## src/rtl/genius_engine_if.sv

```systemverilog
// Player-facing bundle of the Genius game core: settings, buttons and status.
// The board or bench drives the master side and the engine takes the slave side.
interface genius_engine_if #(
   parameter int NUM_COLORS = 4,
   parameter int MAX_LEN    = 32
);
   localparam int AW = $clog2(MAX_LEN);

   logic                  start;
   logic                  mode;
   logic [1:0]            difficulty;
   logic                  speed;
   logic [NUM_COLORS-1:0] btn;
   logic [NUM_COLORS-1:0] led;
   logic [AW:0]           score;
   logic                  busy;
   logic                  win;
   logic                  game_over;

   modport master (
      output start, mode, difficulty, speed, btn,
      input  led, score, busy, win, game_over
   );

   modport slave (
      input  start, mode, difficulty, speed, btn,
      output led, score, busy, win, game_over
   );
endinterface

```

## src/rtl/genius_engine.sv

```systemverilog
// Simon/Genius game core: LFSR or player-built sequence, timed LED playback,
// press checking against the stored sequence, scoring, timeout and win/lose flags.
module genius_engine #(
   parameter int NUM_COLORS  = 4,
   parameter int MAX_LEN     = 32,
   parameter int FAST_CYC    = 25_000_000,
   parameter int SLOW_CYC    = 50_000_000,
   parameter int TIMEOUT_CYC = 250_000_000
) (
   input  logic            clk,
   input  logic            rst_n,
   genius_engine_if.slave  bus
);
   localparam int CW     = $clog2(NUM_COLORS);
   localparam int AW     = $clog2(MAX_LEN);
   localparam int MAXCYC = (FAST_CYC > SLOW_CYC) ?
                           ((FAST_CYC > TIMEOUT_CYC) ? FAST_CYC : TIMEOUT_CYC) :
                           ((SLOW_CYC > TIMEOUT_CYC) ? SLOW_CYC : TIMEOUT_CYC);
   localparam int TW     = $clog2(MAXCYC) + 1;

   typedef enum logic [2:0] {
      S_IDLE, S_GEN, S_ADD, S_PLAY_ON, S_PLAY_OFF, S_WAIT_IN, S_WIN, S_LOSE
   } state_t;

   function automatic logic [NUM_COLORS-1:0] f_onehot(input logic [CW-1:0] c);
      return NUM_COLORS'(1) << c;
   endfunction

   function automatic logic [CW-1:0] f_encode(input logic [NUM_COLORS-1:0] p);
      logic [CW-1:0] idx;
      idx = '0;
      for (int i = 0; i < NUM_COLORS; i++)
         if (p[i]) idx = CW'(i);
      return idx;
   endfunction

   function automatic logic f_is_onehot(input logic [NUM_COLORS-1:0] p);
      return (p != '0) && ((p & (p - 1'b1)) == '0);
   endfunction

   // Target lengths beyond the RAM depth collapse onto MAX_LEN.
   function automatic logic [AW:0] f_target(input logic [1:0] d);
      int t;
      case (d)
         2'd0:    t = 8;
         2'd1:    t = 16;
         2'd2:    t = 32;
         default: t = MAX_LEN;
      endcase
      if (t > MAX_LEN) t = MAX_LEN;
      return t[AW:0];
   endfunction

   state_t                r_state;
   state_t                w_next;
   logic                  r_start_q;
   logic [NUM_COLORS-1:0] r_btn_q;
   logic [15:0]           r_lfsr;
   logic                  r_mode;
   logic                  r_speed;
   logic [AW:0]           r_target;
   logic [AW:0]           r_len;
   logic [AW:0]           r_score;
   logic [AW-1:0]         r_pidx;
   logic [AW-1:0]         r_midx;
   logic [TW-1:0]         r_timer;
   logic [CW-1:0]         r_ram [MAX_LEN];

   logic                  w_start_edge;
   logic                  w_in_state;
   logic [NUM_COLORS-1:0] w_press;
   logic                  w_press_one;
   logic [CW-1:0]         w_press_idx;
   logic [CW-1:0]         w_play_item;
   logic [CW-1:0]         w_exp_item;
   logic                  w_match;
   logic [AW:0]           w_last_idx;
   logic                  w_play_last;
   logic                  w_match_last;
   logic [TW-1:0]         w_t_cyc;
   logic                  w_t_last;
   logic                  w_timeout;
   logic [15:0]           w_lfsr_nxt;
   logic [NUM_COLORS-1:0] w_led;
   logic                  w_busy;
   logic                  w_win;
   logic                  w_lose;

   assign w_start_edge = bus.start & ~r_start_q;
   assign w_in_state   = (r_state == S_ADD) || (r_state == S_WAIT_IN);
   assign w_press      = w_in_state ? (bus.btn & ~r_btn_q) : '0;
   assign w_press_one  = f_is_onehot(w_press);
   assign w_press_idx  = f_encode(w_press);
   assign w_play_item  = r_ram[r_pidx];
   assign w_exp_item   = r_ram[r_midx];
   assign w_match      = w_press_one && (w_press_idx == w_exp_item);
   assign w_last_idx   = r_len - (AW+1)'(1);
   assign w_play_last  = ({1'b0, r_pidx} == w_last_idx);
   assign w_match_last = ({1'b0, r_midx} == w_last_idx);
   assign w_t_cyc      = r_speed ? TW'(FAST_CYC) : TW'(SLOW_CYC);
   assign w_t_last     = (r_timer == w_t_cyc - TW'(1));
   assign w_timeout    = (w_press == '0) && (r_timer == TW'(TIMEOUT_CYC - 1));
   // Taps 16,14,13,11 in right-shift form; the lock-up state is escaped to the seed.
   assign w_lfsr_nxt   = (r_lfsr == 16'h0000) ? 16'hACE1 :
                         {r_lfsr[0] ^ r_lfsr[2] ^ r_lfsr[3] ^ r_lfsr[5], r_lfsr[15:1]};

   always_ff @(posedge clk or negedge rst_n) begin
      if (!rst_n) r_state <= S_IDLE;
      else        r_state <= w_next;
   end

   always_comb begin
      w_next = r_state;
      case (r_state)
         S_IDLE, S_WIN, S_LOSE:
            if (w_start_edge) w_next = bus.mode ? S_ADD : S_GEN;
         S_GEN:
            w_next = S_PLAY_ON;
         S_ADD:
            if (w_press_one)    w_next = S_PLAY_ON;
            else if (w_timeout) w_next = S_LOSE;
         S_PLAY_ON:
            if (w_t_last) w_next = S_PLAY_OFF;
         S_PLAY_OFF:
            if (w_t_last) w_next = w_play_last ? S_WAIT_IN : S_PLAY_ON;
         S_WAIT_IN:
            if (w_press != '0) begin
               if (!w_match)
                  w_next = S_LOSE;
               else if (w_match_last)
                  w_next = (r_len == r_target) ? S_WIN : (r_mode ? S_ADD : S_GEN);
            end else if (w_timeout) begin
               w_next = S_LOSE;
            end
         default:
            w_next = S_IDLE;
      endcase
   end

   always_comb begin
      w_led  = '0;
      w_busy = 1'b1;
      w_win  = 1'b0;
      w_lose = 1'b0;
      case (r_state)
         S_IDLE:              w_busy = 1'b0;
         S_WIN:               begin w_busy = 1'b0; w_win = 1'b1; w_led = '1; end
         S_LOSE:              begin w_busy = 1'b0; w_lose = 1'b1; end
         S_ADD, S_WAIT_IN:    w_led = bus.btn;
         S_PLAY_ON:           w_led = f_onehot(w_play_item);
         default:             ;
      endcase
   end

   assign bus.led       = w_led;
   assign bus.busy      = w_busy;
   assign bus.win       = w_win;
   assign bus.game_over = w_lose;
   assign bus.score     = r_score;

   always_ff @(posedge clk or negedge rst_n) begin
      if (!rst_n) begin
         r_start_q <= 1'b0;
         r_btn_q   <= '0;
         r_lfsr    <= 16'hACE1;
         r_mode    <= 1'b0;
         r_speed   <= 1'b0;
         r_target  <= '0;
         r_len     <= '0;
         r_score   <= '0;
         r_pidx    <= '0;
         r_midx    <= '0;
         r_timer   <= '0;
      end else begin
         r_start_q <= bus.start;
         r_btn_q   <= bus.btn;
         r_lfsr    <= w_lfsr_nxt;
         // Every phase starts from zero; any press restarts the input window.
         if ((w_next != r_state) || (w_press != '0)) r_timer <= '0;
         else if (w_busy)                            r_timer <= r_timer + TW'(1);
         else                                        r_timer <= '0;
         case (r_state)
            S_IDLE, S_WIN, S_LOSE:
               if (w_start_edge) begin
                  r_mode   <= bus.mode;
                  r_speed  <= bus.speed;
                  r_target <= f_target(bus.difficulty);
                  r_len    <= '0;
                  r_score  <= '0;
               end
            S_GEN: begin
               r_len  <= r_len + (AW+1)'(1);
               r_pidx <= '0;
            end
            S_ADD:
               if (w_press_one) begin
                  r_len  <= r_len + (AW+1)'(1);
                  r_pidx <= '0;
               end
            S_PLAY_OFF:
               if (w_t_last) begin
                  if (w_play_last) r_midx <= '0;
                  else             r_pidx <= r_pidx + AW'(1);
               end
            S_WAIT_IN:
               if (w_match) begin
                  if (!w_match_last)
                     r_midx <= r_midx + AW'(1);
                  else if (r_score != (AW+1)'(MAX_LEN))
                     r_score <= r_score + (AW+1)'(1);
               end
            default: ;
         endcase
      end
   end

   // Sequence storage holds no reset; r_len alone marks the valid entries.
   always_ff @(posedge clk) begin
      if (r_state == S_GEN)
         r_ram[r_len[AW-1:0]] <= r_lfsr[CW-1:0];
      else if ((r_state == S_ADD) && w_press_one)
         r_ram[r_len[AW-1:0]] <= w_press_idx;
   end
endmodule

```

## src/flat_wrapper.sv

```systemverilog
// flat-port wrapper written by rule: the top's interface ports become plain ports
module genius_engine_flat 
#(
   parameter int NUM_COLORS  = 4,
   parameter int MAX_LEN     = 32,
   parameter int FAST_CYC    = 25_000_000,
   parameter int SLOW_CYC    = 50_000_000,
   parameter int TIMEOUT_CYC = 250_000_000
)
  (clk, rst_n, bus_start, bus_mode, bus_difficulty, bus_speed, bus_btn, bus_led, bus_score, bus_busy, bus_win, bus_game_over);
  genius_engine_if #(.NUM_COLORS(NUM_COLORS), .MAX_LEN(MAX_LEN)) bus_i ();
  input  logic clk;
  input  logic rst_n;
  input wire logic [$bits(bus_i.start)-1:0] bus_start;
  input wire logic [$bits(bus_i.mode)-1:0] bus_mode;
  input wire logic [$bits(bus_i.difficulty)-1:0] bus_difficulty;
  input wire logic [$bits(bus_i.speed)-1:0] bus_speed;
  input wire logic [$bits(bus_i.btn)-1:0] bus_btn;
  output wire logic [$bits(bus_i.led)-1:0] bus_led;
  output wire logic [$bits(bus_i.score)-1:0] bus_score;
  output wire logic [$bits(bus_i.busy)-1:0] bus_busy;
  output wire logic [$bits(bus_i.win)-1:0] bus_win;
  output wire logic [$bits(bus_i.game_over)-1:0] bus_game_over;
  assign bus_i.start = bus_start;
  assign bus_i.mode = bus_mode;
  assign bus_i.difficulty = bus_difficulty;
  assign bus_i.speed = bus_speed;
  assign bus_i.btn = bus_btn;
  assign bus_led = bus_i.led;
  assign bus_score = bus_i.score;
  assign bus_busy = bus_i.busy;
  assign bus_win = bus_i.win;
  assign bus_game_over = bus_i.game_over;
  genius_engine #(.NUM_COLORS(NUM_COLORS), .MAX_LEN(MAX_LEN), .FAST_CYC(FAST_CYC), .SLOW_CYC(SLOW_CYC), .TIMEOUT_CYC(TIMEOUT_CYC)) u_core (.clk(clk), .rst_n(rst_n), .bus(bus_i));
endmodule
```

## config.mk

```make
export PLATFORM = sky130hd
export DESIGN_NAME = genius_engine_flat
export DESIGN_NICKNAME = d
export VERILOG_FILES = /design/src/rtl/genius_engine_if.sv /design/src/rtl/genius_engine.sv /design/src/flat_wrapper.sv
export SDC_FILE = /design/constraint.sdc
export NUM_CORES = 1
export LEC_CHECK = 0
export CAP_MARGIN = 20
export CORE_MARGIN = 2
export CORE_UTILIZATION = 50
export CTS_CLUSTER_SIZE = 28
export DETAILED_ROUTE_END_ITERATION = 8
export DONT_BUFFER_PORTS = 1
export GPL_ROUTABILITY_DRIVEN = 0
export HOLD_SLACK_MARGIN = 0.12
export PLACE_DENSITY_LB_ADDON = 0.05
export SYNTH_ARGS = -nofsm -noshare
export SYNTH_HDL_FRONTEND = slang
export SYNTH_SLANG_ARGS = --single-unit
```

## constraint.sdc

```tcl
create_clock -name clk -period 4.2 [get_ports clk]
set_input_delay 0.84 -clock clk [delete_from_list [all_inputs] [get_ports clk]]
set_output_delay 0.84 -clock clk [all_outputs]
set_load 0.01 [all_outputs]
```

==> impl_metrics.csv, run 1 <==
group,metric,value,unit
run_status,status,"completed",
worst_setup_path,end_kind,"output pin",
final_layout,final-seq-area,3940,um^2
detailed_routing,drc,0,
logic_synthesis,synth_ff_type,"dfrtp_1",
logic_synthesis,synth_edf_count,64,
final_layout,nets,722,
timing,min_period_over_period,94.2,%
cts,cts_root_buf,"clkbuf_16",
logic_synthesis,synth_common_cells,"77 x nor2_1, 72 x dfrtp_1, 64 x edfxtp_1, 54 x nand2_1",
detailed_routing,routed_via_density,6.12,
floorplanning,die_w,131,um
power,p_leak,3.17,nW
logic_synthesis,ys_warn_count,0,
detailed_routing,routed_wl,18.8,mm
logic_synthesis,ys_ff_latch,144,
final_layout,diodes,0,
detailed_routing,wire_per_inst,20.2,um
logic_synthesis,synth_top_area_cell,"edfxtp_1",
final_layout,drive_gt1_share,14.8,%
grt,overflow,0,
cts,path_clk_slew,0.06,ns
timing,finalHoldViolations,0,
timing,clock.fmax,253,MHz
cts,cts_buffer_depth,2,
timing,finalClockSkew,0.00835,ns
detailed_routing,drt_iter0_markers,380,
floorplanning,pin_count,24,
worst_setup_path,cp_cell_sequence,"buf_4, mux4_2, mux4_2, mux2i_1, inv_1, o2bb2ai_1, nand2_1, o21ai_0",
logic_synthesis,syn-num-nets,732,
worst_setup_path,crit_required,3.36,ns
worst_setup_path,cp_common_cell,"mux4_2",
final_layout,utilization,55.8,%
placed_design,port_buffers,0,
floorplanning,start_util,50.8,%
timing,tns,0,ns
worst_setup_path,critPathArrivalTime,3.11,ns
worst_setup_path,cp_top_family,"multiplexers",
worst_setup_path,crit_path_max_fanout,20,
grt,grt_pass1_wl,29.8,mm
logic_synthesis,syn-cell-area,8020,um^2
worst_setup_path,path_class,"reg2out",
final_layout,nFillCells,1376,
worst_setup_path,path_buf_inv,2,
logic_synthesis,ys_top_cells_by_area,"edfxtp_1 24%, dfrtp_1 22%, mux4_2 7.0%",
worst_setup_path,rrSetupSlack,0.59,ns
logic_synthesis,synth-seq-area-share,49.1,%
cts,h-tree-depth,4,
final_layout,area_growth,9.87,%
worst_setup_path,cpMaxStageDelayCell,"mux4_2",
worst_setup_path,worst_setup_path_start_kind,"register",
power,power_density,564,nW/um^2
timing,report.final.slew_viol_count,0,
grt,grt_pass1_vias,5639,
final_layout,multiInputGateArea,3790,um^2
floorplanning,rows,46,
logic_synthesis,synthCells,712,
worst_hold_path,min_path_type,"in2async",
timing,rsz0062_at_grt,"false",
logic_synthesis,synth.most_common_cell,"nor2_1",
worst_setup_path,critPathLaunch,"u_core.r_pidx[0]$_DFFE_PN0P_",
cts,insertion_delay,0.42,ns
floorplanning,fp.dieArea,17100,um^2
job,cap_violations,0,
floorplanning,die_h,131,um
logic_synthesis,ys_types,75,
timing,whs,0.259,ns
grt,grt_use_met2,37.3,%
grt,met1_usage,30.3,%
cts,clock_sinks,144,
detailed_routing,first_pass_iters,4,
timing,setup_violations,0,
logic_synthesis,synth_area_per_cell,11.3,um^2
worst_setup_path,cp_slowest_stage_delay,0.56,ns
logic_synthesis,synth.top_cell.area_share,24.0,%
timing,period_minus_slack,3.95,ns
detailed_routing,drtAntennaViolNets,0,
timing,slew_headroom,42.3,%
grt,track_usage,23.2,%
cts,post_cts_buffers,0,
cts,cts_tree,"built",
grt,grt_antenna_before_repair,0,
timing,tightestPinTransition,0.860,ns
detailed_routing,vias,5694,
floorplanning,core_region_area,15800,um^2
cts,numCtsBuffers,17,
logic_synthesis,async_flop_share,55.6,%
power,vdd_ir_drop_max,0.299,mV
grt,grt_max_degree,73,
grt,busiest_layer,"met2",
grt,met3_usage,5.46,%
placed_design,dp_hpwl,12.8,mm
worst_setup_path,reg2reg_from,"u_core.r_midx[1]$_DFFE_PN0P_",
path summary, 6_finish.rpt:
kind,to,cells after the start
min in group clk,u_core.r_lfsr[3]$_DFF_PN0_,0
hold reg to reg,u_core.r_lfsr[3]$_DFF_PN0_,0
setup reg to reg,u_core.r_timer[16]$_DFF_PN0_,9
setup / recovery,bus_led[0],8
hold / removal,u_core.r_lfsr[6]$_DFF_PN1_,0
max in group asynchronous,u_core.r_pidx[1]$_DFFE_PN0P_,1
per-layer routing:
metal	vias up	share of wire, %	wire length, um
met4	0	3.3	621
met2	130	47	8940
met1	2885	45	8430
met3	36	4.4	837
li1	2643	-	-
met5	-	0	0
repair_timing:
action | CTS | global route
resized for setup | 0 | 1
setup endpoints to repair | 0 | 1
hold endpoints to repair | 72 | 0
hold buffers | 1 | 0
cells by family (layout without fill, tap and decap cells):
group	Yosys count	in the layout	synth area share (%)
AO/OA/AOI/OAI	132	132	11.8
XOR/XNOR	52	52	5.87
adder cells (fa/ha/maj)	9	9	1.40
buffers and inverters	61	64	3.72
flip-flops	144	144	49.1
multiplexers	55	55	11.4
AND/OR/NAND/NOR	259	259	16.7
per-stage QoR:
step / power, mW / cell area (um^2) / setup WS (ns) / std cells
finish: 4.97 / 8810 / 0.245 / 931
global placement: 3.39 / 8160 / 0.669 / 898
floorplan: 3.07 / 8020 / 0.631 / 712
CTS: 4.99 / 8800 / 0.139 / 931
detailed placement: 3.42 / 8160 / 0.604 / 898
global route: 5.23 / 8810 / 0.0532 / 931
registers in the layout, indices dropped and copies added, names as in the netlist:
signal / count
u_core.r_len: 6
u_core.r_pidx: 5
u_core.r_lfsr: 16
u_core.r_mode: 1
u_core.r_ram: 64
u_core.r_timer: 29
u_core.r_start_q: 1
u_core.r_btn_q: 4
u_core.r_speed: 1
u_core.bus.score: 6
u_core.r_midx: 5
u_core.r_target: 3
u_core.r_state: 3
area by class of cell:
type,instances,share of cell area [%]
inverters,16,0.682
repair buffers,16,1.59
flip-flops and latches,144,44.7
clock inverters,11,1.22
well taps,216,3.07
clock buffers,21,5.74
multi-input cells,507,43.0
power by group:
group | switching (mW) | internal, mW | leakage (nW)
Sequential | 0.222 | 1.60 | 1.59
Clock | 0.646 | 0.890 | 0.303
Combinational | 0.980 | 0.627 | 1.28
cells in the final DEF (no fill, tap or decap), drive strengths merged, types with 9 or more instances in the layout:
| cell type | netlist | final |
|---|---|---|
| xnor2 | 20 | 20 |
| ha | 9 | 9 |
| clkbuf | 25 | 21 |
| xor2 | 31 | 31 |
| nor2 | 78 | 78 |
| nand2 | 54 | 54 |
| a211oi | 33 | 33 |
| nor4 | 9 | 9 |
| a21oi | 20 | 20 |
| nor3 | 14 | 14 |
| o21ai | 24 | 24 |
| edfxtp | 64 | 64 |
| buf | 20 | 16 |
| nand4 | 9 | 9 |
| dfrtp | 72 | 72 |
| nand2b | 17 | 17 |
| mux4 | 28 | 28 |
| inv | 16 | 24 |
| nand3 | 20 | 20 |
| mux2i | 23 | 23 |
(Power assumes the default switching activity.)
==> run 2, diff against run 1 <==
--- a/config.mk
+++ b/config.mk
@@ -12,8 +12,10 @@
 export DETAILED_ROUTE_END_ITERATION = 8
 export DONT_BUFFER_PORTS = 1
 export GPL_ROUTABILITY_DRIVEN = 0
+export GPL_TIMING_DRIVEN = 0
 export HOLD_SLACK_MARGIN = 0.12
 export PLACE_DENSITY_LB_ADDON = 0.05
+export SLEW_MARGIN = 20
 export SYNTH_ARGS = -nofsm -noshare
 export SYNTH_HDL_FRONTEND = slang
 export SYNTH_SLANG_ARGS = --single-unit
==> run 2 against run 1 <==
  * Sequential cell count is the same
  * Clock power decreased by 6%
  * Largest cell class unchanged
  * Critical endpoint unchanged
  * Sequential share of layout area decreased by 0.65 points
  * Fmax fell by 2.1%
  * Cell count increased by 3.3%
  * Sequential power down 6%
  * Largest power group is now combinational cells
  * Clock-buffer cell count down 1
==> impl_metrics.csv, run 2 (synthesized netlist as in run 1, its figures left out) <==
group,metric,value,unit
floorplanning,die_h,131,um
detailed_routing,wire_per_inst,20.6,um
floorplanning,rows,46,
power,vdd_ir_drop_max,0.340,mV
worst_setup_path,cpMaxStageDelayCell,"mux4_2",
worst_setup_path,r2r_cells,13,
cts,cts_root_buf,"clkbuf_16",
power,p_int,3.12,mW
power,p_seq_share,34.5,%
worst_setup_path,cp.depth,9,
run_status,status,"completed",
final_layout,design_area,8930,um^2
timing,slew_headroom,43.9,%
final_layout,largest_register_ffs,64,
timing,setup_violations,0,
worst_setup_path,cp_top_family,"multiplexers",
power,power_switching_share,37.7,%
timing,report.final.slew_viol_count,0,
timing,period_minus_slack,4.04,ns
job,cap_violations,0,
final_layout,diodes,0,
detailed_routing,drt_iter0_markers,411,
worst_setup_path,critPathArrivalTime,3.20,ns
worst_setup_path,path_class,"reg2out",
timing,tightestPinTransition,0.835,ns
timing,clock.fmax,247,MHz
floorplanning,core_region_area,15800,um^2
cts,cts_buffer_depth,2,
final_layout,area_growth,11.5,%
timing,finalHoldViolations,0,
detailed_routing,first_pass_iters,5,
power,combPwrFrac,36.6,%
final_layout,final-seq-area,3930,um^2
floorplanning,start_util,50.8,%
worst_setup_path,crit_path_max_fanout,10,
detailed_routing,drc,0,
grt,grt_pass1_vias,5926,
final_layout,final_common_cell,"nor2_1",
cts,insertion_delay,0.43,ns
placed_design,placedCellCount,929,
grt,grt_max_degree,73,
timing,min_period_over_period,96.2,%
final_layout,nFillCells,1375,
power,p_leak,3.22,nW
floorplanning,fp.dieArea,17100,um^2
worst_setup_path,worst_setup_path_start_kind,"register",
placed_design,postPlaceCellArea,8320,um^2
floorplanning,die_w,131,um
final_layout,utilization,56.6,%
placed_design,dp_hpwl,13.8,mm
placed_design,port_buffers,0,
timing,finalClockSkew,0.0106,ns
worst_setup_path,cp_cell_sequence,"clkbuf_2, clkbuf_2, mux4_2, mux4_2, mux2i_2, inv_1, o2bb2ai_1, nand2_1, o21ai_0",
final_layout,nets,753,
grt,track_usage,24.9,%
worst_hold_path,min_path_type,"in2async",
floorplanning,pin_count,24,
cts,clock_sinks,144,
detailed_routing,routed_wl,19.8,mm
final_layout,layout_common_cells,"77 x nor2_1, 72 x dfrtp_1, 64 x edfxtp_1, 54 x nand2_1",
cts,h-tree-depth,4,
detailed_routing,vias,5802,
timing,rsz0062_at_grt,"false",
cts,path_clk_slew,0.06,ns
power,pwr-share-clk,28.9,%
power,switching_power,1.88,mW
power,power,5.00,mW
worst_setup_path,crit_required,3.36,ns
detailed_routing,routed_via_density,6.03,
final_layout,drive_gt1_share,14.9,%
detailed_routing,drtAntennaViolNets,0,
timing,whs,0.261,ns
worst_setup_path,path_buf_inv,3,
final_layout,finalNonFillerCells,962,
cts,numCtsBuffers,17,
cts,cts_tree,"built",
worst_setup_path,end_kind,"output pin",
final_layout,multiInputGateArea,3800,um^2
grt,grt_pass1_wl,31.7,mm
power,power_density,560,nW/um^2
worst_setup_path,cp_slowest_stage_delay,0.50,ns
grt,overflow,0,
grt,grt_antenna_before_repair,0,
run 2: cell count changes in the layout (fill, tap and decap cells not counted), moves of 2 or more:
cell / previous run / this run
clkbuf_16: 20 / 18
inv_8: 3 / 1
buf_6: 0 / 7
buf_2: 0 / 9
buf_4: 15 / 1
clkinv_4: 1 / 3
buf_1: 0 / 2
clkbuf_1: 0 / 24
run 2: layout make-up:
class                           instances  share of cell area, %
Tap cell                              216                   3.03
Clock inverter                         12                   1.09
Multi-Input combinational cell        507                   42.5
Buffer                                 45                   2.80
Inverter                               16                  0.672
Clock buffer                           20                   5.24
Timing Repair Buffer                    2                  0.616
Sequential cell                       144                   44.0
run 2: worst register-to-register path: cells and delay by family, from the launching register on:
family	cells	cell delay [ns]
buffers and inverters	4	0.82
DFF	1	0.37
adders and majority gates	1	0.21
AOI/OAI and AO/OA	4	0.88
xor gates and xnor gates	1	0.20
muxes	1	0.58
and+or+nand+nor	2	0.55
run 2: per-stage QoR:
step	setup TNS (ns)	worst slack, ns
floorplan	0	0.631
global placement	-6.64	-0.208
detailed placement	-0.120	-0.0741
CTS	0	0.139
global route	0	0.0242
finish	0	0.159
run 2: worst paths after layout:
kind,startpoint,to,slack (ns)
max in group asynchronous,rst_n,u_core.r_timer[17]$_DFF_PN0_,3.59
min in group clk,bus_start,u_core.r_start_q$_DFF_PN0_,0.43
min,rst_n,u_core.r_lfsr[0]$_DFF_PN1_,0.26
max,u_core.r_pidx[1]$_DFFE_PN0P_,bus_led[0],0.16
max reg2reg,u_core.r_len[0]$_DFFE_PN0P_,u_core.r_timer[19]$_DFF_PN0_,0.50
min reg2reg,u_core.r_lfsr[14]$_DFF_PN0_,u_core.r_lfsr[13]$_DFF_PN1_,0.46
run 2: what timing repair did:
action	CTS	global route
setup buffers	0	0
gates resized for setup	9	1
pin swaps	0	0
endpoints found under the hold margin	72	0
endpoints found under the setup margin	4	1
hold buffers	1	0
run 2: layer usage:
layer	share of wire, %	track usage (%)
met3	4.7	6.11
met4	2.0	8.51
met2	49	41.3
met5	0	0
met1	44	32.1
run 2: power by group through the flow:
stage | registers [mW] | clock network, mW | logic (mW)
after floorplan | 1.71 | 0 | 1.36
after global placement | 1.75 | 0 | 1.74
after detailed placement | 1.75 | 0 | 1.79
after CTS | 1.72 | 1.47 | 1.83
after global routing | 1.74 | 1.53 | 2.00
final | 1.72 | 1.45 | 1.83
